==> config.mk <==
export PLATFORM = sky130hd
export DESIGN_NAME = sd_spi_responder
export DESIGN_NICKNAME = d
export VERILOG_FILES = /design/src/rtl/sd_spi_responder.sv
export SDC_FILE = /design/constraint.sdc
export NUM_CORES = 1
export LEC_CHECK = 0
export BUFFER_PORTS_ARGS = -buffer_cell sky130_fd_sc_hd__buf_2
export CORE_ASPECT_RATIO = 0.7
export CORE_MARGIN = 2
export CORE_UTILIZATION = 30
export CTS_BUF_LIST = sky130_fd_sc_hd__clkbuf_2
export CTS_CLUSTER_SIZE = 14
export DETAILED_ROUTE_END_ITERATION = 16
export HOLD_SLACK_MARGIN = 0.08
export PLACE_DENSITY_LB_ADDON = 0.25
export SYNTH_ARGS = -nofsm -noshare
export SYNTH_HDL_FRONTEND = slang
export SYNTH_SLANG_ARGS = --single-unit
==> constraint.sdc <==
create_clock -name sdr_clk_i -period 3.4 [get_ports sdr_clk_i]
set_input_delay 0.34 -clock sdr_clk_i [delete_from_list [all_inputs] [get_ports sdr_clk_i]]
set_output_delay 0.34 -clock sdr_clk_i [all_outputs]
set_load 0.1 [all_outputs]
==> src/rtl/sd_spi_responder.sv <==
`default_nettype none
// +--------------------------------------------------------------------------+
// | Module      : sd_spi_responder                                           |
// | Description : SPI-mode SD card responder. Oversamples the host SPI lines,|
// |               decodes 48-bit command frames, answers with R1/R3/R7 and   |
// |               streams a 512-byte block for CMD17 from a byte memory port.|
// | Revision    : 1.0 - initial release                                      |
// +--------------------------------------------------------------------------+
module sd_spi_responder #(
   parameter int          ACMD41_BUSY = 2,
   parameter logic [31:0] OCR         = 32'hC0FF8000
) (
   input  logic        sdr_clk_i,
   input  logic        sdr_rst_i,
   input  logic        sdr_sck_i,
   input  logic        sdr_cs_i,
   input  logic        sdr_mosi_i,
   output logic        sdr_miso_o,
   output logic        sdr_mem_rd_o,
   output logic [31:0] sdr_mem_addr_o,
   input  logic [7:0]  sdr_mem_data_i,
   output logic        sdr_init_done_o,
   output logic [5:0]  sdr_cmd_o
);

   localparam logic [2:0] ST_IDLE = 3'd0;
   localparam logic [2:0] ST_CMD  = 3'd1;
   localparam logic [2:0] ST_NCR  = 3'd2;
   localparam logic [2:0] ST_RESP = 3'd3;
   localparam logic [2:0] ST_DTOK = 3'd4;
   localparam logic [2:0] ST_DATA = 3'd5;
   localparam logic [2:0] ST_DCRC = 3'd6;

   localparam logic [15:0] BUSY_COUNT = 16'(ACMD41_BUSY);

   logic [2:0]  state, state_nx;
   logic [2:0]  sck_sync;
   logic [1:0]  cs_sync, mosi_sync;
   logic        cs_active, rx_edge, tx_edge, byte_rx, load_fall;
   logic        start_byte, frame_end, drive;
   logic [2:0]  bit_cnt;
   logic [7:0]  rx_shift, rx_byte, tx_shift, data_byte;
   logic [2:0]  byte_idx;
   logic [5:0]  cmd_idx;
   logic [22:0] arg;          // only the bits that reach the address or echo
   logic        app_flag, ncr_skip, acmd_ready;
   logic [15:0] acmd_cnt;
   logic [39:0] resp_buf, dec_buf;
   logic [2:0]  resp_left, dec_left;
   logic        data_go, dec_go, crc_second, rd_d;
   logic [9:0]  data_cnt;

   // Two-flop synchronizers; sck_sync[2] is the delayed copy for edge detection
   always_ff @(posedge sdr_clk_i or negedge sdr_rst_i) begin
      if (!sdr_rst_i) begin
         sck_sync  <= 3'b000;
         cs_sync   <= 2'b11;
         mosi_sync <= 2'b11;
      end else begin
         sck_sync  <= {sck_sync[1:0], sdr_sck_i};
         cs_sync   <= {cs_sync[0], sdr_cs_i};
         mosi_sync <= {mosi_sync[0], sdr_mosi_i};
      end
   end

   assign cs_active  = ~cs_sync[1];
   assign rx_edge    = cs_active & sck_sync[1] & ~sck_sync[2];
   assign tx_edge    = cs_active & ~sck_sync[1] & sck_sync[2];
   assign rx_byte    = {rx_shift[6:0], mosi_sync[1]};
   assign byte_rx    = rx_edge && (bit_cnt == 3'd7);
   // The fall right after the eighth rise of a byte is the byte boundary
   assign load_fall  = tx_edge && (bit_cnt == 3'd0);
   assign start_byte = byte_rx && (state == ST_IDLE) && (rx_byte[7:6] == 2'b01);
   assign frame_end  = byte_rx && (state == ST_CMD) && (byte_idx == 3'd5);
   assign acmd_ready = (acmd_cnt >= BUSY_COUNT);

   // Receive shifter and bit counter; CS high realigns to a byte boundary
   always_ff @(posedge sdr_clk_i or negedge sdr_rst_i) begin
      if (!sdr_rst_i) begin
         bit_cnt  <= 3'd0;
         rx_shift <= 8'h00;
      end else if (!cs_active) begin
         bit_cnt  <= 3'd0;
         rx_shift <= 8'h00;
      end else if (rx_edge) begin
         bit_cnt  <= bit_cnt + 3'd1;
         rx_shift <= rx_byte;
      end
   end

   // Response decode for the frame just completed
   always_comb begin
      dec_buf  = {(sdr_init_done_o ? 8'h04 : 8'h05), 32'hFFFF_FFFF};
      dec_left = 3'd0;
      dec_go   = 1'b0;
      case (cmd_idx)
         6'd0:  dec_buf[39:32] = 8'h01;
         6'd8: begin
            dec_buf  = {8'h01, 8'h00, 8'h00, 8'h01, arg[7:0]};
            dec_left = 3'd4;
         end
         6'd55: dec_buf[39:32] = sdr_init_done_o ? 8'h00 : 8'h01;
         6'd41: if (app_flag) dec_buf[39:32] = acmd_ready ? 8'h00 : 8'h01;
         6'd58: begin
            dec_buf  = {(sdr_init_done_o ? 8'h00 : 8'h01), OCR};
            dec_left = 3'd4;
         end
         6'd17: if (sdr_init_done_o) begin
            dec_buf[39:32] = 8'h00;
            dec_go         = 1'b1;
         end
         default: ;
      endcase
   end

   // Frame collection and card-level state (init, ACMD41 count, app flag)
   always_ff @(posedge sdr_clk_i or negedge sdr_rst_i) begin
      if (!sdr_rst_i) begin
         byte_idx        <= 3'd0;
         cmd_idx         <= 6'd0;
         arg             <= 23'd0;
         sdr_cmd_o       <= 6'd0;
         app_flag        <= 1'b0;
         acmd_cnt        <= 16'd0;
         sdr_init_done_o <= 1'b0;
         ncr_skip        <= 1'b0;
      end else begin
         // The fall that closes the CRC byte must not count as the NCR byte end
         if (load_fall && (state == ST_NCR)) ncr_skip <= 1'b0;
         if (start_byte) begin
            cmd_idx  <= rx_byte[5:0];
            byte_idx <= 3'd1;
         end else if (byte_rx && (state == ST_CMD)) begin
            byte_idx <= byte_idx + 3'd1;
            if (byte_idx != 3'd5) arg <= {arg[14:0], rx_byte};
         end
         if (frame_end) begin
            sdr_cmd_o <= cmd_idx;
            ncr_skip  <= 1'b1;
            app_flag  <= (cmd_idx == 6'd55);
            if (cmd_idx == 6'd0) begin
               sdr_init_done_o <= 1'b0;
               acmd_cnt        <= 16'd0;
            end
            if ((cmd_idx == 6'd41) && app_flag) begin
               if (acmd_ready) sdr_init_done_o <= 1'b1;
               else            acmd_cnt        <= acmd_cnt + 16'd1;
            end
         end
      end
   end

   // Transmit shifter, response sequencing and block-memory reads
   always_ff @(posedge sdr_clk_i or negedge sdr_rst_i) begin
      if (!sdr_rst_i) begin
         tx_shift       <= 8'hFF;
         resp_buf       <= {40{1'b1}};
         resp_left      <= 3'd0;
         data_go        <= 1'b0;
         data_cnt       <= 10'd0;
         crc_second     <= 1'b0;
         sdr_mem_rd_o   <= 1'b0;
         sdr_mem_addr_o <= 32'd0;
         rd_d           <= 1'b0;
         data_byte      <= 8'h00;
      end else begin
         sdr_mem_rd_o <= 1'b0;
         rd_d         <= sdr_mem_rd_o;
         if (rd_d) data_byte <= sdr_mem_data_i;
         if (!cs_active) begin
            tx_shift <= 8'hFF;
         end else if (frame_end) begin
            resp_buf  <= dec_buf;
            resp_left <= dec_left;
            data_go   <= dec_go;
         end else if (tx_edge) begin
            if (bit_cnt != 3'd0) begin
               tx_shift <= {tx_shift[6:0], 1'b1};
            end else begin
               case (state)
                  ST_NCR: if (!ncr_skip) begin
                     tx_shift <= resp_buf[39:32];
                     resp_buf <= {resp_buf[31:0], 8'hFF};
                  end
                  ST_RESP: begin
                     if (resp_left != 3'd0) begin
                        tx_shift  <= resp_buf[39:32];
                        resp_buf  <= {resp_buf[31:0], 8'hFF};
                        resp_left <= resp_left - 3'd1;
                     end else if (data_go) begin
                        tx_shift       <= 8'hFE;
                        sdr_mem_rd_o   <= 1'b1;
                        sdr_mem_addr_o <= {arg, 9'd0};
                        data_cnt       <= 10'd0;
                     end
                  end
                  ST_DTOK: begin
                     tx_shift       <= data_byte;
                     data_cnt       <= 10'd1;
                     sdr_mem_rd_o   <= 1'b1;
                     sdr_mem_addr_o <= sdr_mem_addr_o + 32'd1;
                  end
                  ST_DATA: begin
                     if (data_cnt == 10'd512) begin
                        tx_shift   <= 8'hFF;
                        crc_second <= 1'b0;
                     end else begin
                        tx_shift <= data_byte;
                        data_cnt <= data_cnt + 10'd1;
                        // No read beyond the last byte of the block
                        if (data_cnt != 10'd511) begin
                           sdr_mem_rd_o   <= 1'b1;
                           sdr_mem_addr_o <= sdr_mem_addr_o + 32'd1;
                        end
                     end
                  end
                  ST_DCRC: begin
                     tx_shift   <= 8'hFF;
                     crc_second <= 1'b1;
                  end
                  default: tx_shift <= 8'hFF;
               endcase
            end
         end
      end
   end

   // State register
   always_ff @(posedge sdr_clk_i or negedge sdr_rst_i) begin
      if (!sdr_rst_i) state <= ST_IDLE;
      else            state <= state_nx;
   end

   // Next-state logic; CS high aborts any transfer
   always_comb begin
      state_nx = state;
      if (!cs_active) begin
         state_nx = ST_IDLE;
      end else begin
         case (state)
            ST_IDLE: if (start_byte) state_nx = ST_CMD;
            ST_CMD:  if (frame_end) state_nx = ST_NCR;
            ST_NCR:  if (load_fall && !ncr_skip) state_nx = ST_RESP;
            ST_RESP: if (load_fall && (resp_left == 3'd0))
                        state_nx = data_go ? ST_DTOK : ST_IDLE;
            ST_DTOK: if (load_fall) state_nx = ST_DATA;
            ST_DATA: if (load_fall && (data_cnt == 10'd512)) state_nx = ST_DCRC;
            ST_DCRC: if (load_fall && crc_second) state_nx = ST_IDLE;
            default: state_nx = ST_IDLE;
         endcase
      end
   end

   // MISO is only driven while the card is talking
   always_comb begin
      drive = 1'b0;
      case (state)
         ST_RESP, ST_DTOK, ST_DATA, ST_DCRC: drive = 1'b1;
         default: drive = 1'b0;
      endcase
   end

   assign sdr_miso_o = drive ? tx_shift[7] : 1'b1;

endmodule
`default_nettype wire

======== Yosys cells after proc, flatten, opt, wreduce, memory -nomap -nowiden ========
Cells that the tools add are included.
operators by class
  add/sub/neg operators ................... 6
  order comparisons ....................... 1
  equality and inequality tests ........... 35
  mux-type cells .......................... 76
  bitwise gates (word level) .............. 10
  reductions and logical operators ........ 42
operators with widths
  kind                                                                                   number
  40-bit 2-to-1 mux                                                                      5
  32-bit 2-to-1 mux                                                                      4
  32-bit one-hot mux with 3 select lines                                                 1
  40-bit one-hot mux with 2 select lines                                                 1
  8-bit 2-to-1 mux                                                                       8
  32-bit one-hot mux with 2 select lines                                                 1
  8-bit one-hot mux with 4 select lines                                                  2
  3-bit 2-to-1 mux                                                                       21
  16-bit 2-to-1 mux                                                                      3
  32-bit by 1-bit adder with 32-bit output (second input constant)                       1
  10-bit 2-to-1 mux                                                                      3
  10-bit one-hot mux with 3 select lines                                                 1
  3-bit inequality test (second input constant)                                          9
  1-bit 2-to-1 mux                                                                       21
  3-bit one-hot mux with 7 select lines                                                  1
  6-bit == test (second input constant)                                                  3
  16-bit by 1-bit adder with 16-bit output (second input constant)                       1
  16-bit by 2-bit greater-or-equal comparator with 1-bit output (second input constant)  1
  2-bit nonzero test                                                                     8
  3-bit == test (second input constant)                                                  5
  7-bit 2-to-1 mux                                                                       2
  2-bit inequality test (second input constant)                                          7
  1-bit logical AND                                                                      12
  6-bit AND reduction                                                                    2
  30 further kinds                                                                       47
storage, ports and cells
  register bits after elaboration ......... 182
  input bits .............................. 13
  output and inout port bits .............. 41
  logic and storage cells ................. 194

======== Longest topological paths before layout ========
Gate-level depths: netlist (run 1).
  depth in word-level cells ............... 9
  mapped depth ............................ 9
  mapped depth without buffers ............ 8

======== Least setup slack after synthesis (run 1) ========
No wires, ideal clock.
  path type ............................... reg2reg
  start point ............................. register sdr_mem_addr_o[12]
  end point ............................... register sdr_mem_addr_o[27]
  setup time .............................. 119 ps
  arrival ................................. 2,570 ps
  slack ................................... 711 ps
  stages on the path, launching flop included .. 7
  buffers on the path ..................... 0
  period minus slack after synthesis ...... 2,689 ps
  path through ............................ dfrtp_1 and4_1 nand3_1 nor4_2 and3_1 a41oi_1 o21a_1
between the ends
  cells in the longest elaborated chain, start to end .. 4
RTL lines
  item                                        line      source
  start: declaration                          20        output logic [31:0] sdr_mem_addr_o,
  start signal: assignment                    193       sdr_mem_addr_o <= {arg, 9'd0};
  start signal: assignment                    201       sdr_mem_addr_o <= sdr_mem_addr_o + 32'd1;
  start signal: assignment                    213       sdr_mem_addr_o <= sdr_mem_addr_o + 32'd1;
  32-bit by 1-bit adder with 32-bit output *  201, 213
  32-bit 2-to-1 mux                           211       if (data_cnt != 10'd511) begin
  32-bit 2-to-1 mux                           204       if (data_cnt == 10'd512) begin
  32-bit one-hot mux with 3 select lines *    180       case (state)
Every way passes the cells marked *; elsewhere a longest branch is shown, timed or not. The select of a mux whose other input is x is not followed.
A chain may end at the register's enable or synchronous reset.

======== Worst setup path in the final report (run 1) ========
  start point ............................. register state[2]
  end point ............................... output sdr_miso_o
between the ends
  cells in the longest elaborated chain, start to end .. 4
RTL lines
  item                                                                              line  source
  start: declaration                                                                36    logic [2:0] state, state_nx;
  start signal: assignment                                                          231   else state <= state_nx;
  3-bit by 2-bit == test with 1-bit output / 3-bit == test (equally long branches)  257   case (state)
  4-bit OR reduction *                                                              257
  1-bit 2-to-1 mux *                                                                257
  1-bit 2-to-1 mux *                                                                263   assign sdr_miso_o = drive ? tx_shift[7] : 1'b1;
  end: declaration                                                                  18    output logic sdr_miso_o,
Every way passes the cells marked *; elsewhere a longest branch is shown, timed or not.

==> metrics.md, run 1 <==
| Metric | Value |
|---|---|
| Pleak | around 4.5 nW |
| Post-CTS Setup Repair Bufs | 0 |
| Sequential cell area | roughly 4600 µm² |
| GRT Total Usage | between 10 and 15% |
| Clock Tree Buf Depth | 2 |
| Syn nets | around 900 |
| Seq/Total Area, Yosys | a little over half |
| Simple logic cell fraction of the synthesized area | between 10% and 20% |
| DIE AREA | between 30,000 and 40,000 µm² |
| Worst skew pair latency | between 0.8 and 0.9 ns |
| Worst min path class | in -> reg |
| Setup violators final | 0 |
| Reg2reg setup slack | 0.61 ns |
| Post-synth top area share | 37.3% |
| Crit-path leading delay family | flip-flops |
| Largest family of logic cells by synthesized area | simple AND/OR/NAND/NOR gates |
| Number of synthesized register bits | between 150 and 200 |
| Drt wl/cell | 16.5 µm |
| Global placement routability congestion | roughly 0.79 |
| Crit path max fanout | 13 |
| Slew Limit Headroom | about two fifths |
| Worst EP required | between 3 and 4 ns |
| Crit path launch type | flip-flop |
| Syn avg cell area | 10.0 µm² |
| Setup_tns | 0 ns |
| CTS Hold Buffers Added | 15 |
| Synth Area in Compound Gates | between 10% and 20% |
| CP startpoint | state[2]$_DFFE_PN0P_ |
| Status | finished, final reports clean |
| Cell Count, Final, Fillers Out | about 1,300 |
| CP Cell Sequence | nand2b_1 > buf_4 > nand2_1 > a21oi_1 > or2_2 > buf_2 |
| Final hold violations | 0 |
| Fillcell total | between 3,000 and 4,000 |
| Predominant post-synthesis flop cell | dfrtp_1 |
| Post-synthesis mux area share | approximately 7.5% |
| Effective utilization at floorplan | between 30% and 40% |
| Htree depth | 4 |
| Post-synth EDFFs | 0 |
| Number of routed nets with antenna violations | 0 |
| Mapped Area | approximately 8700 µm² |
| Power density over cell area | 343 nW/µm² |
| Core Area | ~29,000 µm² |
| Die Y | ~150 µm |
| # clock sinks | between 150 and 200 |
| Final wirelength | between 20 and 25 mm |
| Maxcap violations | 0 |
| Root buffer cell | clkbuf_2 |
| Input/output buffers | between 50 and 60 |
| GRT overflow | 0 |
| Buf+Inv Stages, Crit Path | 2 |
| First-pass GRT wire length | 35.5 mm |
| Tmin final | roughly 3.1 ns |
| Post-Synthesis Cells | between 800 and 900 |
| Reg2reg path depth | 6 |
| Max incr delay on CP | between 0.6 and 0.7 ns |
| Most frequent cells after synthesis | dfrtp_1 (130), nand2_1 (98), a21oi_1 (87) |
| Count of pins over their slew limit | 0 |
| Pin count of the biggest net entering global routing | 63 |
| Crit path kind | reg -> out |
| Clock Skew | roughly 0.064 ns |
| CTS clk-pin slew, worst paths | approximately 0.27 ns |
| Critical Path Sink Type | output pin |
| Most numerous cell in the Yosys netlist | dfrtp_1 |
| Peak supply drop | between 0.00015 and 0.0002 V |
| Initial antenna violation count | 1 |
| Largest cells by area after synthesis | dfrtp_1 (37%), dfstp_2 (16%), a21oi_1 (5.0%), mux2_2 (4.9%), nand2_1 (4.2%) |
| Total number of vias | roughly 6,700 |
| Crit path max-delay cell type | dfrtp_1 |
| HPWL after DPL | between 10 and 15 mm |
| Crit path depth | 6 |
| Area Overhead vs Synth | 13.2% |
| Total CTS buffers | 17 |
| Row count | 52 |
| Period utilisation layout | 90.6% |
| Final net count | around 960 |
| Violation count after the first detailed-route iteration | roughly 580 |
| Worst setup path endpoint | sdr_miso_o |
| Layout cells sized above 1 | between 20% and 30% |
| Area after DPL | between 9000 and 10,000 µm² |
| RSZ-0062 raised after global routing | no |
| Worst r2r dst | acmd_cnt[11]$_DFFE_PN0P_ |
| Cell taking the most area after synthesis | dfrtp_1 |
| Synth unique cells | between 60 and 70 |
| Util after Layout | around a third |
| Yosys warns | 0 |
| TritonRoute pass-1 iters | 7 |
| Adder-cell share of the synthesized area | about 2% |
| CTS resizes | 0 |
| Arr. time, crit path | 2.74 ns |
| Worst slew pin tran | approximately 0.9 ns |
| Vias in the first global route | 6,261 |
| DRC Markers | 0 |
| Asr flop ratio synth | 100% |
| Dpl cells | 1,272 |
| Vias per cell | between 5 and 6 |
| Post-Synth XOR/XNOR Area | less than 1% |
| Multi-input combinational cell area | around 3800 µm² |
| CTS tree | yes |
| Die Span X | 208 µm |
| Reg-to-Reg Start | bit_cnt[1]$_DFFE_PN0P_ |
| Ports | 54 |
| Max Freq | about 320 MHz |
| Design area | 9880 µm² |
==> tightest hold or removal path, delay by kind of cell <==
family | cells | cell delay, ns
muxes | 1 | 0.13
buffers and inverters | 2 | 0.60
==> through the flow <==
step,hold WS [ns],power (mW),setup WS (ns)
after global placement,0.347,2.33,0.658
after CTS,0.0864,3.46,0.275
final,0.285,3.39,0.318
after floorplan,0.0444,2.26,0.711
after global routing,0.206,3.56,0.119
after detailed placement,0.347,2.33,0.613
==> worst min path at each step <==
stage / start / endpoint / slack [ns] / depth (start not counted)
2_1_floorplan: sdr_rst_i / acmd_cnt[0]$_DFFE_PN0P_ / 0.04 / 0
3_3_place_gp: mosi_sync[0]$_DFF_PN1_ / mosi_sync[1]$_DFF_PN1_ / 0.35 / 0
3_5_place_dp: mosi_sync[0]$_DFF_PN1_ / mosi_sync[1]$_DFF_PN1_ / 0.35 / 0
4_1_cts: sdr_cs_i / cs_sync[0]$_DFF_PN1_ / 0.09 / 2
5_1_grt: sdr_mem_data_i[1] / data_byte[1]$_DFFE_PN0P_ / 0.21 / 3
6_report: sdr_mem_data_i[1] / data_byte[1]$_DFFE_PN0P_ / 0.29 / 3
==> registers in the layout (all words and copies together), names as in the netlist, 6 cells and up <==
| register | flops |
|---|---|
| data_byte | 8 |
| rx_shift | 7 |
| data_cnt | 10 |
| acmd_cnt | 16 |
| resp_buf | 40 |
| tx_shift | 8 |
| cmd_idx | 6 |
| sdr_cmd_o | 6 |
| arg | 23 |
| sdr_mem_addr_o | 32 |
==> placed cells by master (no fill, tap or decap), types with 21 or more instances in the layout <==
cell type / netlist / final
mux2i_1: 23 / 23
o22ai_1: 27 / 27
dfstp_2: 52 / 52
a21oi_1: 87 / 87
nand2_1: 98 / 98
inv_1: 22 / 22
dfrtp_1: 130 / 130
buf_4: 1 / 23
nand4_1: 21 / 21
nand3_1: 32 / 32
o21ai_0: 52 / 52
nor2_1: 41 / 41
buf_2: 10 / 52
mux2_2: 38 / 38
and3_1: 23 / 23
==> cell families (layout without fill, tap and decap cells) <==
family / after synthesis / count (layout)
AND/OR/NAND/NOR: 307 / 307
AO/OA/AOI/OAI: 225 / 225
flip-flops: 182 / 182
buffers and inverters: 75 / 149
multiplexers: 61 / 61
adder cells (fa/ha/maj): 14 / 14
XOR/XNOR: 5 / 5
other: 0 / 1
==> per-layer routing <==
layer / up-vias / wire, µm / GRT usage [%]
met1: 3229 / 12200 / 23.8
li1: 3294 / - / -
met4: 0 / 169 / 3.55
met3: 10 / 966 / 3.31
met2: 127 / 8500 / 18.7
met5: - / 0 / 0
==> power breakdown <==
group / total [mW] / internal [mW] / switching [mW]
combinational: 0.113 / 0.0363 / 0.0770
sequential: 2.20 / 2.19 / 0.0101
clock: 1.07 / 0.227 / 0.845
==> cell type report <==
type,instances,share of cell area (%)
Antenna cell,1,0.0253
Clock buffer,17,0.861
Clock inverter,15,1.38
Inverter,23,0.874
Multi-Input combinational cell,612,38.7
Sequential cell,182,46.8
Tap cell,378,4.79
Timing Repair Buffer,94,6.62
No activity file was read; power rests on OpenSTA's default activity.
==> run 2, diff against run 1 <==
==> constraint.sdc (replaced) <==
create_clock -name sdr_clk_i -period 3.4 [get_ports sdr_clk_i]
set_input_delay 0.85 -clock sdr_clk_i [delete_from_list [all_inputs] [get_ports sdr_clk_i]]
set_output_delay 0.85 -clock sdr_clk_i [all_outputs]
set_load 0.1 [all_outputs]
==> run 2 against run 1 <==
  * First-iteration DRC count down 10%
  * Sequential power barely moved
  * Combinational power down 7%
  * Cell count shrank 0.61%
  * Final area decreased by 0.43%
  * Worst setup slack got worse by 0.11 ns
  * Global-route usage increased by 0.19 points
  * Register-to-register slack worse by 0.12 ns
  * Critical path depth is the same
  * Critical endpoint unchanged
  * Largest cell class unchanged
==> metrics.md, run 2 (synthesized netlist as in run 1, its figures left out) <==
| Metric | Value |
|---|---|
| Crit path max fanout | 13 (unchanged) |
| Pleak | 4.46 nW (-0.30%) |
| Worst setup path endpoint | sdr_miso_o |
| Vias per cell | 5.11 (+1.3%) |
| Largest Register | resp_buf |
| Design area | 9840 µm² (-0.43%) |
| Final Worst Setup Slack | 0.205 ns (-0.114 ns) |
| RSZ-0062 raised after global routing | no |
| Reg2reg setup slack | 0.49 ns (-0.12 ns) |
| Worst slew pin tran | 0.888 ns (-0.0319 ns) |
| Area after DPL | 9510 µm² (+0.40%) |
| Count of pins over their slew limit | 0 (unchanged) |
| TritonRoute pass-1 iters | 6 (-1) |
| Final net count | 949 (-0.84%) |
| Global placement routability congestion | 0.809 (+2.0%) |
| Critical Path Sink Type | output pin |
| Arr. time, crit path | 2.35 ns (-0.39 ns) |
| Place WS | 0.568 ns (-0.0452 ns) |
| Initial antenna violation count | 1 (unchanged) |
| GRT overflow | 0 (unchanged) |
| Effective utilization at floorplan | 30.4% (unchanged) |
| Setup violators final | 0 (unchanged) |
| CP startpoint | state[2]$_DFFE_PN0P_ |
| First-pass GRT wire length | 35.9 mm (+1.2%) |
| Root buffer cell | clkbuf_2 |
| Clock Tree Buf Depth | 2 (unchanged) |
| Tmin final | 3.20 ns (+0.114 ns) |
| Htree depth | 4 (unchanged) |
| Setup_tns | 0 ns (unchanged) |
| Input/output buffers | 53 (unchanged) |
| HPWL after DPL | 15.1 mm (+3.3%) |
| Pin count of the biggest net entering global routing | 67 (+6.3%) |
| Status | finished, final reports clean |
| # clock sinks | 182 (unchanged) |
| Die Span X | 208 µm (unchanged) |
| Worst EP required | 2.55 ns (-0.51 ns) |
| Peak supply drop | 0.000151 V (-8.4%) |
| Core Area | 28,800 µm² (unchanged) |
| Largest register FFs | 40 (unchanged) |
| Final hold violations | 0 (unchanged) |
| Crit path launch type | flip-flop |
| Number of routed nets with antenna violations | 0 (unchanged) |
| DIE AREA | 30,500 µm² (unchanged) |
| Area Overhead vs Synth | 12.7% |
| Period utilisation layout | 94.0% (+3.3 points) |
| Total power | 3.59 mW (+6.1%) |
| Most frequent cells in the layout | dfrtp_1 (129), nand2_1 (98), a21oi_1 (87) |
| Drt wl/cell | 16.7 µm (+1.3%) |
| DRC Markers | 0 (unchanged) |
| Total number of vias | 6,709 (+0.74%) |
| Util after Layout | 34.2% (-0.15 points) |
| Die Y | 147 µm (unchanged) |
| Power density over cell area | 365 nW/µm² (+6.5%) |
| Worst skew pair latency | 0.79 ns (-0.04 ns) |
| Ports | 54 (unchanged) |
| Reg-to-Reg Start | bit_cnt[1]$_DFFE_PN0P_ |
| Top flop regs | resp_buf: 40 flops, sdr_mem_addr_o: 32 flops, arg: 23 flops |
| CTS clk-pin slew, worst paths | 0.24 ns (-0.03 ns) |
| Final wirelength | 22.0 mm (+0.72%) |
| Violation count after the first detailed-route iteration | 517 (-10%) |
| Vias in the first global route | 6,209 (-0.83%) |
| Worst r2r dst | resp_left[2]$_DFFE_PN0P_ |
| Crit path kind | reg -> out |
| Total CTS buffers | 17 (unchanged) |
| Most common cell after layout, fill and taps aside | dfrtp_1 |
| Clock Skew | 0.0493 ns (-0.0146 ns) |
| CTS tree | yes |
| Max Freq | 313 MHz (-3.6%) |
| GRT Total Usage | 14.8% (+0.19 points) |
| Maxcap violations | 0 (unchanged) |
| Slew Limit Headroom | 40.7% (+2.1 points) |
| Row count | 52 (unchanged) |
| Reg2reg path depth | 8 (+2) |
| Layout cells sized above 1 | 23.2% (+0.62 points) |
| Worst min path class | in -> reg |
## run 2: cell count changes in the layout (fill, tap and decap cells not counted), moves of 3 or more
cell,before,now
inv_8,3,0
dlygate4sd3_1,16,4
buf_4,23,29
bufinv_16,0,4
## run 2: per-layer routing
metal	track usage, %	vias up	wire length [µm]
met3	3.33	14	1020
li1	-	3260	-
met2	19.2	125	8720
met1	24.1	3310	12000
met4	3.30	0	206
met5	0	-	0
## run 2: cell type report
class	count	area [µm²]
fill	2977	18900
sequential	182	4620
multi-input combinational	612	3820
timing repair buffer	86	547
tap	378	473
clock inverter	14	195
clock buffer	18	90.1
inverter	23	86.3
antenna	1	2.50
## run 2: worst min path at each step
stage,to,slack [ns],cells after the start,start
after floorplan,sck_sync[1]$_DFF_PN0_,0.33,0,sck_sync[0]$_DFF_PN0_
after global placement,mosi_sync[1]$_DFF_PN1_,0.35,0,mosi_sync[0]$_DFF_PN1_
after detailed placement,mosi_sync[1]$_DFF_PN1_,0.35,0,mosi_sync[0]$_DFF_PN1_
after CTS,data_byte[1]$_DFFE_PN0P_,0.20,2,sdr_mem_data_i[1]
after global routing,data_byte[5]$_DFFE_PN0P_,0.19,2,sdr_mem_data_i[5]
final,data_byte[1]$_DFFE_PN0P_,0.29,2,sdr_mem_data_i[1]
## run 2: worst max-delay path: stages, from the launching register on
cell      delay (ns)
dfrtp_2         0.54
nand2b_1        0.16
buf_4           0.16
nand2_1         0.06
a21oi_1         0.23
or2_2           0.15
buf_4           0.28
## run 2: power by group
group          leakage [nW]  switching, mW  internal, mW
clock                 0.159          0.796         0.493
combinational          1.96         0.0785        0.0262
sequential             2.35        0.00762          2.19
## run 2: repair_timing
action | in CTS | in global routing
buffers inserted | 0 | 0
hold endpoints to repair | 65 | 0
gates resized for setup | 2 | 0
endpoints found under the setup margin | 1 | 0
hold buffers | 4 | 0
## run 2: stage by stage
step                      cells  hold slack [ns]
final                      1314            0.292
after global routing       1314            0.190
after CTS                  1313            0.198
after detailed placement   1277            0.347
after global placement     1277            0.347
after floorplan             869            0.331
